`src/rtl/vp_pkg.sv`:
```
// Shared types and defaults for the video-pipeline sync decoder.
package vp_pkg;
    typedef enum logic {
        ST_IDLE = 1'b0,
        ST_RUN  = 1'b1
    } vp_state_t;

    localparam int VP_CW    = 12;
    localparam int VP_H_RES = 64;
    localparam int VP_V_RES = 64;
endpackage

```
`src/rtl/vp_edge_det.sv`:
```
// Rise/fall detector: previous sample is registered, edges are flagged on the
// cycle the new level is present at the input.
module vp_edge_det (
    input  logic i_clk,
    input  logic i_rst_n,
    input  logic i_d,
    output logic o_rise,
    output logic o_fall
);
    logic r_prev;

    always_ff @(posedge i_clk) begin
        if (!i_rst_n) begin
            r_prev <= 1'b0;
        end else begin
            r_prev <= i_d;
        end
    end

    assign o_rise = i_d & ~r_prev;
    assign o_fall = ~i_d & r_prev;
endmodule

```
`src/rtl/vp_sync_decoder.sv`:
```
// Receive-side sync decoder: registers the pixel stream, annotates x/y and
// frame markers, and checks line/frame geometry against H_RES x V_RES.
module vp_sync_decoder
    import vp_pkg::*;
#(
    parameter int H_RES = VP_H_RES,
    parameter int V_RES = VP_V_RES,
    parameter int CW    = VP_CW
) (
    input  logic          hdmi_clk,
    input  logic          rst_n,
    input  logic          in_de,
    input  logic          in_hs,
    input  logic          in_vs,
    input  logic [7:0]    in_r,
    input  logic [7:0]    in_g,
    input  logic [7:0]    in_b,
    output logic          out_de,
    output logic          out_hs,
    output logic          out_vs,
    output logic [7:0]    out_r,
    output logic [7:0]    out_g,
    output logic [7:0]    out_b,
    output logic [CW-1:0] out_x,
    output logic [CW-1:0] out_y,
    output logic          out_sof,
    output logic          out_eol,
    output logic          out_eof,
    output logic          locked,
    output logic          err_line,
    output logic          err_frame,
    output logic [15:0]   frame_cnt
);
    localparam logic [CW-1:0] H_LEN  = CW'(H_RES);
    localparam logic [CW-1:0] V_LEN  = CW'(V_RES);
    localparam logic [CW-1:0] H_LAST = CW'(H_RES - 1);
    localparam logic [CW-1:0] V_LAST = CW'(V_RES - 1);

    function automatic logic [CW-1:0] sat_inc(input logic [CW-1:0] v);
        return (v == {CW{1'b1}}) ? v : v + CW'(1);
    endfunction

    vp_state_t     r_state;
    logic [CW-1:0] r_x_cnt;
    logic [CW-1:0] r_y_cnt;
    logic          r_frame_err;

    logic          w_vs_rise, w_vs_fall, w_de_rise, w_de_fall, w_unused;
    logic          w_run, w_pix, w_line_bad, w_frame_good;
    logic [CW-1:0] w_x, w_y, w_lines;

    vp_edge_det u_vs_edge (
        .i_clk   (hdmi_clk),
        .i_rst_n (rst_n),
        .i_d     (in_vs),
        .o_rise  (w_vs_rise),
        .o_fall  (w_vs_fall)
    );

    vp_edge_det u_de_edge (
        .i_clk   (hdmi_clk),
        .i_rst_n (rst_n),
        .i_d     (in_de),
        .o_rise  (w_de_rise),
        .o_fall  (w_de_fall)
    );

    assign w_unused = w_vs_fall ^ w_de_rise;

    // A vs rise clears the frame before the coincident pixel is labelled, so that
    // pixel becomes (0,0); a line ending in the same cycle still counts toward
    // the frame being evaluated.
    always_comb begin
        w_run        = (r_state == ST_RUN);
        w_pix        = in_de && (w_run || w_vs_rise);
        w_x          = w_vs_rise ? '0 : r_x_cnt;
        w_y          = w_vs_rise ? '0 : r_y_cnt;
        w_line_bad   = w_run && w_de_fall && (r_x_cnt != H_LEN);
        w_lines      = (w_run && w_de_fall) ? sat_inc(r_y_cnt) : r_y_cnt;
        w_frame_good = (w_lines == V_LEN) && !r_frame_err && !w_line_bad;
    end

    always_ff @(posedge hdmi_clk) begin
        if (!rst_n) begin
            r_state     <= ST_IDLE;
            r_x_cnt     <= '0;
            r_y_cnt     <= '0;
            r_frame_err <= 1'b0;
            out_de      <= 1'b0;
            out_hs      <= 1'b0;
            out_vs      <= 1'b0;
            out_r       <= '0;
            out_g       <= '0;
            out_b       <= '0;
            out_x       <= '0;
            out_y       <= '0;
            out_sof     <= 1'b0;
            out_eol     <= 1'b0;
            out_eof     <= 1'b0;
            locked      <= 1'b0;
            err_line    <= 1'b0;
            err_frame   <= 1'b0;
            frame_cnt   <= '0;
        end else begin
            out_de    <= in_de;
            out_hs    <= in_hs;
            out_vs    <= in_vs;
            out_r     <= in_r;
            out_g     <= in_g;
            out_b     <= in_b;
            err_line  <= w_line_bad;
            err_frame <= 1'b0;

            if (w_vs_rise) begin
                if (w_run) begin
                    locked    <= w_frame_good;
                    err_frame <= (w_lines != V_LEN);
                    if (w_frame_good) begin
                        frame_cnt <= frame_cnt + 16'd1;
                    end
                end
                r_state     <= ST_RUN;
                r_x_cnt     <= in_de ? CW'(1) : '0;
                r_y_cnt     <= '0;
                r_frame_err <= 1'b0;
            end else if (w_run) begin
                if (w_line_bad) begin
                    r_frame_err <= 1'b1;
                    locked      <= 1'b0;
                end
                if (w_de_fall) begin
                    r_x_cnt <= '0;
                    r_y_cnt <= sat_inc(r_y_cnt);
                end else if (in_de) begin
                    r_x_cnt <= sat_inc(r_x_cnt);
                end
            end

            if (w_pix) begin
                out_x   <= w_x;
                out_y   <= w_y;
                out_sof <= (w_x == '0) && (w_y == '0);
                out_eol <= (w_x == H_LAST);
                out_eof <= (w_x == H_LAST) && (w_y == V_LAST);
            end else begin
                out_x   <= '0;
                out_y   <= '0;
                out_sof <= 1'b0;
                out_eol <= 1'b0;
                out_eof <= 1'b0;
            end
        end
    end
endmodule

```
`config.mk`:
```
export PLATFORM = sky130hd
export DESIGN_NAME = vp_sync_decoder
export DESIGN_NICKNAME = d
export VERILOG_FILES = /design/src/rtl/vp_pkg.sv /design/src/rtl/vp_edge_det.sv /design/src/rtl/vp_sync_decoder.sv
export SDC_FILE = /design/constraint.sdc
export NUM_CORES = 1
export LEC_CHECK = 0
export ABC_AREA = 1
export CAP_MARGIN = 40
export CORE_MARGIN = 1.5
export CORE_UTILIZATION = 45
export DETAILED_ROUTE_END_ITERATION = 6
export HOLD_SLACK_MARGIN = 0.03
export PLACE_DENSITY = 0.81
export SYNTH_ARGS = -nofsm -noshare
export SYNTH_HDL_FRONTEND = slang
export SYNTH_SLANG_ARGS = --single-unit
```
`constraint.sdc`:
```
create_clock -name hdmi_clk -period 2.5 [get_ports hdmi_clk]
set_input_delay 0.5 -clock hdmi_clk [delete_from_list [all_inputs] [get_ports hdmi_clk]]
set_output_delay 0.5 -clock hdmi_clk [all_outputs]
set_load 0.01 [all_outputs]
```
Yosys cells after proc, flatten, opt, wreduce, memory -nomap -nowiden
Index checks and enable logic that the tools add are counted.
{ "word_totals": {"register_bits": 99, "inputBits": 29, "output_inout_bits": 73, "elab_cells": 72} }
{ "classes": {"n_addsub": 3, "eq_ne": 8, "n_mux": 14, "n_bitwise": 5, "n_reduce_logical": 23} }
{ "ops": {"columns": ["operator", "n"], "rows": [
  ["12-bit two-way mux", 9],
  ["12-bit by 1-bit adder with 12-bit output, second input constant", 2],
  ["12-bit equality test, second input constant", 2],
  ["12-bit by 6-bit equality test with 1-bit output, second input constant", 2],
  ["12-bit zero test", 2],
  ["12-bit by 7-bit inequality test with 1-bit output, second input constant", 2],
  ["16-bit by 1-bit adder with 16-bit output, second input constant", 1],
  ["12-bit by 7-bit equality test with 1-bit output, second input constant", 1],
  ["3-bit AND reduction", 3],
  ["2-bit AND reduction", 4],
  ["1-bit logical AND", 7],
  ["1-bit two-way mux", 5],
  ["2-bit nonzero test", 2],
  ["3-bit inequality test, second input constant", 1],
  ["1-bit NOT", 3],
  ["3-bit nonzero test", 1],
  ["1-bit bitwise AND", 2],
  ["1-bit zero test", 2],
  ["2-bit OR reduction", 1],
  ["1-bit logical OR", 1]
]} }

Longest topological paths before layout
Gate-level depths: netlist (run 1).
{ "depth": {"word_depth": 9, "depth_mapped": 16, "depth_no_buf": 16} }

Hierarchy
From an unflattened synthesis (run 1), not the netlist that was laid out.
{ "hier_totals": {"hier_cells": 605, "hier_area_um2": 4357.9} }
{ "by_module_without_submodules": {"columns": ["module", "n_inst", "cells_each", "area_per_inst_um2", "seq_area_each_um2"], "rows": [
  ["vp_sync_decoder", 1, 591, 4267.8, 1981.9],
  ["vp_edge_det", 2, 7, 45.0, 20.0]
]} }

Worst setup path after synthesis (run 1)
OpenSTA, ideal clock, no wires.
{ "synth_timing": {"path_kind": "register to register", "from": "reg r_y_cnt[0]", "to": "reg frame_cnt[14]", "setup_time_ps": 113, "arrival_ps": 1867, "required_ps": 2387, "path_slack_ps": 520, "path_stages_with_launch": 17, "path_buffers": 2, "synth_period_minus_slack_ps": 1980, "cell_sequence": "dfxtp_1 -> ha_1 -> nand2_2 -> nor2_4 -> nand3_4 -> buf_6 -> nand2_1 -> nand2_1 -> nand2_1 -> nand2_2 -> nor2_4 -> nand2_2 -> nor2_8 -> buf_6 -> nand3_1 -> nor2_1 -> nor2_1"} }
{ "synth_via": {"elab_chain_cells": 7, "word_cells_on_any_way": 8, "classes_between": "add/sub: 1; eq/ne: 2; mux: 2; reduce/logical: 3"} }
{ "synth_rtl": {"columns": ["item", "line_no", "source"], "rows": [
  ["start: declaration", "vp_sync_decoder.sv:45", "logic [CW-1:0] r_y_cnt;"],
  ["start signal: assignment", "vp_sync_decoder.sv:133", "r_y_cnt <= sat_inc(r_y_cnt);"],
  ["12-bit by 1-bit adder with 12-bit output or 12-bit equality test (tied branches)", "vp_sync_decoder.sv:40", "return (v == {CW{1'b1}}) ? v : v + CW'(1);"],
  ["12-bit two-way mux", null, null],
  ["12-bit two-way mux (*)", "vp_sync_decoder.sv:79", "w_lines = (w_run && w_de_fall) ? sat_inc(r_y_cnt) : r_y_cnt;"],
  ["12-bit by 7-bit equality test with 1-bit output (*)", "vp_sync_decoder.sv:80", "w_frame_good = (w_lines == V_LEN) && !r_frame_err && !w_line_bad;"],
  ["1-bit logical AND (*) (2 in a row)", "vp_sync_decoder.sv:80", null],
  ["3-bit AND reduction (no line) (*)", null, null],
  ["end signal: assignment", "vp_sync_decoder.sv:119", "frame_cnt <= frame_cnt + 16'd1;"],
  ["end: declaration", "vp_sync_decoder.sv:32", "output logic [15:0] frame_cnt"]
]} }
Mark *: on every way between the ends. The rest lies on a longest branch, timed or not.
A chain may end at the register's enable or synchronous reset.

Final worst setup path (run 1)
{ "layout_timing": {"from": "reg r_y_cnt[1]", "to": "reg frame_cnt[6]"} }
Same word-level chain as after synthesis.

==> results of run 1 <==
kinds of logic after synthesis:
logic type | count (synthesis)
buffers and inverters | 120
AND/OR/NAND/NOR | 333
adder cells (fa/ha/maj) | 4
flip-flops | 99
AO/OA/AOI/OAI | 31
XOR/XNOR | 7
per-layer routing:
metal / vias to the layer above / track usage [%] / routed length [µm]
met5: - / 0 / 0
met3: 12 / 6.45 / 899
met1: 1922 / 26.9 / 4580
li1: 2104 / - / -
met4: 0 / 5.66 / 80
met2: 165 / 35.5 / 5020
power groups by stage:
| stage | clock [mW] | combinational (mW) | sequential, mW |
|---|---|---|---|
| global placement | 0 | 0.243 | 1.66 |
| global route | 1.01 | 0.274 | 1.63 |
| floorplan | 0 | 0.0949 | 1.67 |
| detailed placement | 0 | 0.250 | 1.66 |
| finish | 0.922 | 0.251 | 1.62 |
| CTS | 0.954 | 0.252 | 1.62 |
synthesized netlist by cell type, drive strengths merged (2+ instances only):
master / instances
inv: 101
clkinv: 2
nor2: 81
clkbuf: 10
a21oi: 16
nand4: 29
nor4: 3
nand3: 42
nor3: 38
nand2: 138
ha: 4
dfxtp: 99
xor2: 6
a41oi: 2
buf: 7
o21ai: 9
worst max-delay path: stages, from the launching register on:
cell,delay [ns]
dfxtp_1,0.42
ha_1,0.23
nand2_2,0.09
nor2_4,0.16
nand3_4,0.17
nand2_1,0.10
nand2_1,0.05
nand2_1,0.12
nand2_1,0.10
nor2_4,0.12
nand2_2,0.09
nor2_8,0.13
buf_4,0.18
nand3_1,0.08
nand2_1,0.08
inv_1,0.04
nor2_1,0.10
final timing paths:
kind                    start            to  slack, ns  cells after the start
setup / recovery   r_y_cnt[1]  frame_cnt[6]       0.18                     16
hold / removal    r_frame_err   r_frame_err       0.47                      2
setup reg to reg   r_y_cnt[1]  frame_cnt[6]       0.18                     16
hold reg to reg   r_frame_err   r_frame_err       0.47                      2
registers in the layout (all words and copies together) (netlist names):
name and flops:
out_b 8, out_r 8, out_eof 1, u_de_edge.r_prev 1, out_eol 1, r_state 1
err_frame 1, frame_cnt 16, out_y 12, out_x 12, locked 1, r_x_cnt 12
err_line 1, r_y_cnt 12, out_sof 1, out_hs 1, out_g 8, r_frame_err 1
out_vs 1
through the flow:
step	hold slack [ns]	setup WS [ns]	std cells	instance area, µm²	util (%)
floorplan	0.434	0.520	594	4330	-
global placement	0.446	-0.0696	827	5590	60.2
detailed placement	0.464	-0.151	827	5590	60.2
CTS	0.480	0.177	843	5770	62.1
global route	0.500	0.00550	844	5790	62.3
finish	0.472	0.180	844	5790	62.3
layout make-up:
class                   count  share of cell area, %
clock buffers               9                   2.14
clock inverters             7                  0.908
repair buffers            121                   20.5
flip-flops and latches     99                   34.2
inverters                 103                   6.72
well taps                 129                   2.79
multi-input cells         376                   32.7
==> impl_metrics.ini, run 1 <==
[status]
run_status = complete, no violations

[power]
swShare_pct = 25.0
intPower_mw = 2.10
vdd_drop_max_v = 0.000306
p_comb_share_pct = 9.0
seq_power_share_pct = 58.1
switchingPower_uw = 700
p_leak_nw = 2.40
powerDensity_nw_per_um2 = 483
clkPwrFrac_pct = 33.0
total_power_mw = 2.80

[sta]
fin_crit_ns = 2.32
max_freq_mhz = 431
final.setup.tns_ns = 0
tightest_slew_ns = 0.506
hold_violations = 0
period_share_pct = 92.8
finClkSkew_ns = 0.0147
drv_slew = 0
max_slew_margin_pct = 66.1
setup_viol = 0
rsz0062_at_grt = false

[cells_and_area]
drive_gt1_share_pct = 9.93
diodes = 0
final_cell_mix = nand2_1 (132), clkdlybuf4s50_1 (101), dfxtp_1 (99)
multi_input_area_um2 = 1890
seqCellArea_um2 = 1980
layout.nets = 743
fillers = 837
mostFrequentLayoutCell = nand2_1
syn2layout_area_growth_pct = 33.7

[logic_synthesis]
yosys.area.top_type = dfxtp_1
synthXorXnorAreaFrac_pct = 1.42
avgSynthCellArea_um2 = 7.28
synth.yosys.seq_area_share_pct = 45.8
synthAdderAreaFrac_pct = 1.16
synth-edff-count = 0
ys_warn_count = 0
synth_seq_cells = 99
synthCells = 594
ys_types = 35
synth_compound_area_share_pct = 4.34
async_reset_ff_share_pct = 0
synth-simple-area-share_pct = 36.4
synth_top_area_share_pct = 45.8
synthTopCellsByArea = dfxtp_1 (46%), nand2_1 (11%), inv_1 (8.5%)
synthMuxAreaShare_pct = 0
syn_area_um2 = 4330
synth_top_family_by_area = simple AND/OR/NAND/NOR gates
synth_nets = 627
yosys_most_used_dff = dfxtp_1

[clock_network]
cts_setup_buffers = 0
post_cts_resized = 0
cts_made_buffers = 9
clock-root-buffer = clkbuf_8
clk_pin_slew_ns = 0.10
clk_latency_ns = 0.36
cts_tree = done
htree_levels = 3
cts_hold_buf = 0
cts.sinks = 99
clockBufferDepth = 2

[worst_setup_path]
cp-start-kind = flop
worstSetupEndpointType = flop
worstPathRequired_ns = 2.80
path_class = reg2reg
crit_fanout = 9
cp_data_arrival_time_ns = 2.62

[detailed_routing]
drc = 0
viasPerCell = 4.98
ant_nets = 0
drtIter0Drc = 239
vias = 4203
firstDrtPassIters = 5
wire_per_inst_um = 12.5
totalWireLength_um = 10600

[floorplan]
die_h_um = 101
rows = 35
start_util_pct = 46.6
die_w_um = 101
dieArea_um2 = 10200
core_area_um2 = 9280
io_pins = 102

[hold_path]
hold_class = reg2reg

[grt]
grt_max_degree = 45
grt_use_total_pct = 21.3
grt_pass1_wl_um = 17600
grt_pass1_vias = 3904
grt_overflow = 0
antenna_found_initial = 0

[placement]
numPortBuffers = 101
hpwl_um = 8020
gp_congestion = 0.961

[flow_run]
max_cap_viol_count = 0
Note: power is estimated with default switching activity, not from simulation.
==> run 2: changes to the inputs <==
--- a/config.mk
+++ b/config.mk
@@ -12,6 +12,7 @@
 export DETAILED_ROUTE_END_ITERATION = 6
 export HOLD_SLACK_MARGIN = 0.03
 export PLACE_DENSITY = 0.81
+export SETUP_SLACK_MARGIN = 0.05
 export SYNTH_ARGS = -nofsm -noshare
 export SYNTH_HDL_FRONTEND = slang
 export SYNTH_SLANG_ARGS = --single-unit
==> impl_metrics.ini, run 2 (synthesis gave the netlist of run 1 again) <==
[worst_setup_path]
cpPeakStageDelay_ns = 0.45
worstPathCellList = clkdlybuf4s50_1 -> inv_2 -> nand3_4 -> nor2_2 -> nand3_1 -> nand2_1 -> nand2_1 -> nor2_2 -> nand2_2 -> nor2_8 -> buf_4 -> nand3_1 -> nand2_1 -> inv_1 -> nor2_1
crit_path_frequent_cell = nand2_1
worstPathRequired_ns = 2.80
crit_fanout = 9
cp-start-kind = primary input
cp_data_arrival_time_ns = 2.59
reg2reg_slack_ns = 0.24
critPathSlowestCell = clkdlybuf4s50_1
rr_startpoint = r_y_cnt[1]
path_class = in2reg
rr_endpoint = frame_cnt[6]
rr_worst_depth = 16
crit_start = in_de
worstSetupEndpointType = flop

[power]
intPower_mw = 2.10
powerDensity_nw_per_um2 = 481
clkPwrFrac_pct = 32.9
swShare_pct = 25.0
vdd_drop_max_v = 0.000308
switchingPower_uw = 699
seq_power_share_pct = 58.1
p_comb_share_pct = 9.0
p_leak_nw = 2.41
total_power_mw = 2.80

[floorplan]
die_h_um = 101
rows = 35
die_w_um = 101
core_area_um2 = 9280
dieArea_um2 = 10200
start_util_pct = 46.6
io_pins = 102

[placement]
placed_cells = 827
place_area_um2 = 5590
gp_congestion = 0.961
numPortBuffers = 101
hpwl_um = 8020

[detailed_routing]
wire_per_inst_um = 12.5
vias = 4216
firstDrtPassIters = 5
viasPerCell = 4.98
drtIter0Drc = 229
drc = 0
ant_nets = 0
totalWireLength_um = 10600

[sta]
whs_ns = 0.474
max_slew_margin_pct = 66.8
setup_viol = 0
hold_violations = 0
finClkSkew_ns = 0.0145
final.setup.tns_ns = 0
period_share_pct = 91.5
max_freq_mhz = 437
rsz0062_at_grt = false
fin_crit_ns = 2.29
tightest_slew_ns = 0.496
drv_slew = 0

[cells_and_area]
fillers = 834
mostFrequentLayoutCell = nand2_1
diodes = 0
final_cell_mix = nand2_1 (132), clkdlybuf4s50_1 (101), inv_1 (98)
layout.nets = 745
largest_reg_flops = 16
top_register = frame_cnt
finalInstanceArea_um2 = 5810
drive_gt1_share_pct = 10.5
syn2layout_area_growth_pct = 34.3
stdcell_count = 846

[hold_path]
min_to = r_frame_err
hold_depth = 2
hold_class = reg2reg
hp-start = r_frame_err

[clock_network]
cts_made_buffers = 9
cts.sinks = 99
clockBufferDepth = 2
clk_pin_slew_ns = 0.10
clk_latency_ns = 0.36
htree_levels = 3
clock-root-buffer = clkbuf_8
cts_tree = done

[grt]
grt_max_degree = 45
grt_use_total_pct = 21.3
grt_pass1_vias = 3904
antenna_found_initial = 0
grt_pass1_wl_um = 17600
grt_overflow = 0

[status]
run_status = complete, no violations

[flow_run]
max_cap_viol_count = 0
==> run 2: cell types whose count changed in the layout (fill, tap and decap cells not counted), sizes merged <==
| cell | delta |
|---|---|
| buf | +2 |
==> run 2: repair_timing <==
| action | in CTS | in global routing |
|---|---|---|
| endpoints found under the setup margin | 0 | 10 |
| hold endpoints to repair | 0 | 0 |
| buffers inserted | 0 | 2 |
| resized for setup | 0 | 6 |
| hold buffers | 0 | 0 |
==> run 2: metrics by stage <==
| stage | worst slack [ns] | utilization, % |
|---|---|---|
| 3_3_place_gp | -0.0696 | 60.2 |
| 5_1_grt | 0.0522 | 62.6 |
| 3_5_place_dp | -0.151 | 60.2 |
| 2_1_floorplan | 0.520 | - |
| 4_1_cts | 0.177 | 62.1 |
| 6_report | 0.213 | 62.6 |
==> run 2: worst max-delay path by stage <==
stage               slack (ns)  cells after the start             to
floorplan                 0.52                     16  frame_cnt[14]
global placement         -0.07                     16   frame_cnt[7]
detailed placement       -0.15                     17   frame_cnt[6]
CTS                       0.18                     16   frame_cnt[6]
global route              0.05                     17   frame_cnt[6]
finish                    0.21                     15   frame_cnt[6]
==> run 2: layout make-up <==
cell class	instances	area (µm²)	share of cell area, %
clock buffer	9	124	2.13
sequential	99	1980	34.1
multi-input combinational	376	1900	32.6
tap	129	161	2.78
timing repair buffer	123	1200	20.7
inverter	103	392	6.74
clock inverter	7	52.6	0.904
==> run 2: routing by layer <==
| layer | vias up | wire [µm] | GRT usage, % |
|---|---|---|---|
| li1 | 2103 | - | - |
| met1 | 1936 | 4580 | 26.9 |
| met2 | 163 | 5030 | 35.5 |
| met3 | 14 | 873 | 6.45 |
| met4 | 0 | 111 | 5.66 |
| met5 | - | 0 | 0 |
==> run 2: power by group through the flow <==
stage	logic, mW	clock network, mW	registers, mW
6_report	0.252	0.920	1.62
5_1_grt	0.275	1.01	1.63
4_1_cts	0.252	0.954	1.62
3_5_place_dp	0.250	0	1.66
3_3_place_gp	0.243	0	1.66
2_1_floorplan	0.0949	0	1.67
==> run 2: worst max-delay path: cells and delay by family <==
kind                   cells  cell delay, ns
buffers and inverters      4            0.78
and+or+nand+nor           11            1.32
==> run 3: changes to the inputs <==
--- a/config.mk
+++ b/config.mk
@@ -10,7 +10,7 @@
 export CORE_MARGIN = 1.5
 export CORE_UTILIZATION = 45
 export DETAILED_ROUTE_END_ITERATION = 6
-export HOLD_SLACK_MARGIN = 0.03
+export GPL_TIMING_DRIVEN = 1
 export PLACE_DENSITY = 0.81
 export SETUP_SLACK_MARGIN = 0.05
 export SYNTH_ARGS = -nofsm -noshare
==> results of run 3 <==
No change in the layout: final DEF, timing and power equal those of run 2.
